<file path="config.mk">
export PLATFORM = sky130hd
export DESIGN_NAME = comb_y1
export DESIGN_NICKNAME = d
export VERILOG_FILES = /design/src/rtl/comb_pkg.sv /design/src/rtl/comb_y1_dec3.sv /design/src/rtl/comb_y1.sv
export SDC_FILE = /design/constraint.sdc
export NUM_CORES = 1
export LEC_CHECK = 0
export CORE_MARGIN = 5
export CORE_UTILIZATION = 23
export CTS_CLUSTER_DIAMETER = 30
export DETAILED_ROUTE_END_ITERATION = 12
export PLACE_DENSITY = 0.58
export SLEW_MARGIN = 20
export SYNTH_ARGS = -nofsm -noshare
export SYNTH_HDL_FRONTEND = slang
export SYNTH_SLANG_ARGS = --single-unit
</file>
<file path="constraint.sdc">
create_clock -name clk -period 1.2 [get_ports clk]
set_input_delay 0.12 -clock clk [delete_from_list [all_inputs] [get_ports clk]]
set_output_delay 0.12 -clock clk [all_outputs]
set_load 0.005 [all_outputs]
</file>
<file path="src/rtl/comb_pkg.sv">
// Shared constants and types for the three-input function evaluator cells.
package comb_pkg;

    localparam logic [7:0] MAJ3_TT = 8'b1110_1000;
    localparam logic [7:0] XOR3_TT = 8'b1001_0110;

    typedef logic [2:0] minterm_t;

    function automatic logic [7:0] onehot3(input minterm_t idx);
        return 8'b0000_0001 << idx;
    endfunction

endpackage

</file>
<file path="src/rtl/comb_y1_dec3.sv">
// 3-to-8 one-hot minterm decoder; unknown index bits make the whole vector unknown.
module minterm_dec3
    import comb_pkg::*;
(
    input  minterm_t   idx,
    output logic [7:0] onehot
);

    assign onehot = onehot3(idx);

endmodule

</file>
<file path="src/rtl/comb_y1.sv">
// Table-driven three-input boolean cell with a registered copy of Y and a y_q rise counter.
module comb_y1
    import comb_pkg::*;
#(
    parameter logic [7:0]  TRUTH_TABLE = MAJ3_TT,
    parameter int unsigned CNT_W       = 8
) (
    output logic             Y,
    input  logic             A,
    input  logic             B,
    input  logic             C,
    input  logic             clk,
    input  logic             rst,
    output logic             y_q,
    output minterm_t         m_idx,
    output logic [7:0]       m_onehot,
    output logic [CNT_W-1:0] rise_cnt
);

    logic y_prev;

    assign m_idx = {A, B, C};

    minterm_dec3 u_dec (
        .idx    (m_idx),
        .onehot (m_onehot)
    );

    // Selecting through the one-hot keeps X on any input visible on Y.
    assign Y = |(m_onehot & TRUTH_TABLE);

    always_ff @(posedge clk or posedge rst) begin
        if (rst) begin
            y_q      <= 1'b0;
            y_prev   <= 1'b0;
            rise_cnt <= '0;
        end else begin
            y_q    <= Y;
            y_prev <= y_q;
            if (y_q && !y_prev)
                rise_cnt <= rise_cnt + CNT_W'(1);
        end
    end

endmodule

</file>
==> results by group, run 1 <==
Setup path
  – Worst Path Buf+Inv: 2
  – Cell family with most CP delay: flip-flops
  – Crit-path max FO: 2
  – Crit path launch type: flop
  – Worst path cell trace: buf_4 > dlygate4sd2_1
  – Worst EP required: 1.08 ns
  – Slowest-stage cell, CP: dfrtp_1
  – Crit end category: primary output
  – CP arrival: 1.06 ns
  – Max stage delay on crit path: 0.39 ns
  – Classification of the worst setup path: reg2out

Yosys
  – Top-area cell type share of the netlist area: 49.5%
  – Mapped Nets: 52
  – Syn. warnings: 0
  – #FFs+latches synth: 10
  – Ys flop type: dfrtp_1
  – Cell taking the most area after synthesis: dfrtp_1
  – Share of flip-flops with an asynchronous set or reset: 100%
  – Synth unique cells: 18
  – Synth area leaders: dfrtp_1 50%, xor2_1 8.7%, buf_4 4.5%
  – Post-Syn Instances: 46
  – Synthesized area: 505 um2
  – Sequential area share after synthesis: 49.5%
  – EDFF count, synth: 0
  – Post-synthesis area per instance: 11.0 um2

Finish
  – Layout cells sized above 1: 33.7%
  – Register area: 250 um2
  – NumNets Final: 93
  – Multi-input logic area: 265 um2
  – Fill count: 215
  – Fin util: 42.9%
  – P&R area growth vs syn: 82.2%
  – Antenna Cells: 0

Power and ir drop
  – Max IR drop VDD: 0.000558 V
  – Pwr dens: 1650 nW/um2
  – LEAKAGE: 0.472 nW

Drt
  – Drt wl/cell: 11.2 um
  – Routed WL: 1.27 mm
  – DRT Pass-1 Iters: 2
  – Detailed router's first-iteration violation count: 5
  – Via/cell ratio: 4.22
  – Total number of vias: 481
  – Drc violations: 0
  – Antenna-violating nets left: 0

Die
  – Die area: 3240 um2
  – Row count: 17
  – Die Ht: 56.9 um
  – Num ports: 26
  – Core ar.: 2150 um2
  – Chip Width: 56.9 um
  – Initial cell density of the core: 23.5%

STA
  – Final Critical Period: 1.18 ns
  – Maximum clock frequency: 0.850 GHz
  – Relative slew slack: 74.8%
  – Fin. Hold Viols: 0
  – Worst Skew: 0.000836 ns
  – Slew Limit Fails: 0
  – RSZ-0062 raised after global routing: true
  – Fin Setup TNS: 0 ns
  – # setup viols final: 0
  – Final period util: 98.0%
  – Worst-Margin Slew: 0.378 ns

Clock network
  – Clock slew at reported path FFs: 0.07 ns
  – TritonCTS buffer count: 3
  – Clock Tree Root: clkbuf_4
  – # hold bufs at CTS: 0
  – CTS tree: yes
  – # clock sinks: 10
  – Max clock buf depth: 2
  – H-tree depth: 1
  – Clk Latency, worst-skew pair: 0.27 ns

Run
  – Max-Cap Viols: 0

Global routing
  – All-Layer GR Usage: 8.45%
  – Total gr overflow: 0
  – First-pass GRT wire length: 2.08 mm
  – Largest net degree at the start of global routing: 11
  – Initial antenna violation count: 0
  – Number of global-route vias before repair: 522

Placement
  – # port buffers: 25
  – DP HPWL: 896 um
  – RD Place Congestion: 0.630

Min path
  – HP Class: in2async

Status
  – Outcome: finished, final reports clean
## per-stage QoR
stage | instances | total power [mW] | setup WS [ns] | area, um2 | hold slack, ns
after CTS | 112 | 1.44 | 0.00828 | 876 | 0.136
after global placement | 98 | 1.02 | -0.397 | 783 | 0.423
after global routing | 114 | 1.63 | -0.0173 | 921 | 0.164
after floorplan | 46 | 0.735 | 0.0804 | 505 | -0.0398
after detailed placement | 98 | 1.03 | -0.446 | 783 | 0.432
final | 114 | 1.52 | 0.0239 | 921 | 0.128
## state kept, by name, indices dropped and copies added, names as in the netlist
signal    count
rise_cnt      8
y_q           1
y_prev        1
## logic make-up after synthesis
kind of cell	synth area share (%)
AOI/OAI and AO/OA	0.989
xor gates and xnor gates	12.1
adders and majority gates	2.47
buffers and inverters	5.20
DFF	49.5
muxes	2.23
and+or+nand+nor	27.5
## routing by layer
layer | part of all wire [%] | global-route usage [%]
met1 | 38 | 8.15
met2 | 47 | 13.1
met3 | 14 | 5.29
met5 | 0 | 0
met4 | 1.3 | 5.96
## repair_timing
action | CTS | global route
resized for setup | 26 | 5
pin swaps | 1 | 5
buffers inserted | 10 | 2
endpoints found under the setup margin | 22 | 5
## cell usage after synthesis (all sizes together), types with 2 or more instances
| library cell | number |
|---|---|
| and3b | 2 |
| xor2 | 5 |
| buf | 3 |
| nor3 | 3 |
| xnor2 | 2 |
| nand2 | 6 |
| nor3b | 3 |
| nor2 | 3 |
| dfrtp | 10 |
## where the power goes
| part | internal (mW) | switching, mW | total, mW |
|---|---|---|---|
| Sequential | 0.437 | 0.0542 | 0.491 |
| Combinational | 0.418 | 0.301 | 0.719 |
| Clock | 0.184 | 0.122 | 0.306 |
| Total | 1.04 | 0.477 | 1.52 |
## layout make-up
class / instances / share of cell area [%]
Sequential cell: 10 / 27.2
Tap cell: 28 / 3.80
Clock buffer: 4 / 3.94
Multi-Input combinational cell: 32 / 28.8
Inverter: 1 / 0.408
Timing Repair Buffer: 39 / 35.9
## path summary, 6_finish.rpt
| path | startpoint | to | slack [ns] | depth (start not counted) |
|---|---|---|---|---|
| min in group clk | C | y_q | 0.30 | 4 |
| worst min register to register | y_q | y_prev | 0.51 | 1 |
| worst min-delay path | rst | rise_cnt[6] | 0.13 | 2 |
| worst max-delay path | rise_cnt[0] | rise_cnt[0] | 0.02 | 2 |
| max in group asynchronous | rst | rise_cnt[1] | 0.80 | 2 |
| worst max register to register | rise_cnt[1] | rise_cnt[4] | 0.03 | 5 |
## cell usage in the layout (no fill, tap or decap)
cell type and instances:
nor2_1 3, clkbuf_4 3, nor3_1 2, nand3b_1 1, nand2b_4 1, and3_1 1, buf_6 1, buf_4 13
nand3_2 1, nor3_2 1, clkbuf_8 1, xor2_1 5, xnor2_1 2, ha_4 1, nor3b_1 1, and3b_1 2
dfrtp_1 10, inv_1 1, nor3b_2 2, buf_2 3, o21ai_0 1, clkdlybuf4s50_1 11, mux2_2 1, nor4_4 1
nand2_1 6, dlygate4sd2_1 11
Power figures use the tool's default switching activity.
==> run 2, diff against run 1 <==
--- a/config.mk
+++ b/config.mk
@@ -8,6 +8,7 @@
 export CORE_MARGIN = 5
 export CORE_UTILIZATION = 23
 export CTS_CLUSTER_DIAMETER = 30
+export CTS_CLUSTER_SIZE = 8
 export DETAILED_ROUTE_END_ITERATION = 12
 export PLACE_DENSITY = 0.58
 export SLEW_MARGIN = 20
==> results of run 2 <==
Final layout, timing and power as in run 1 (identical DEF).
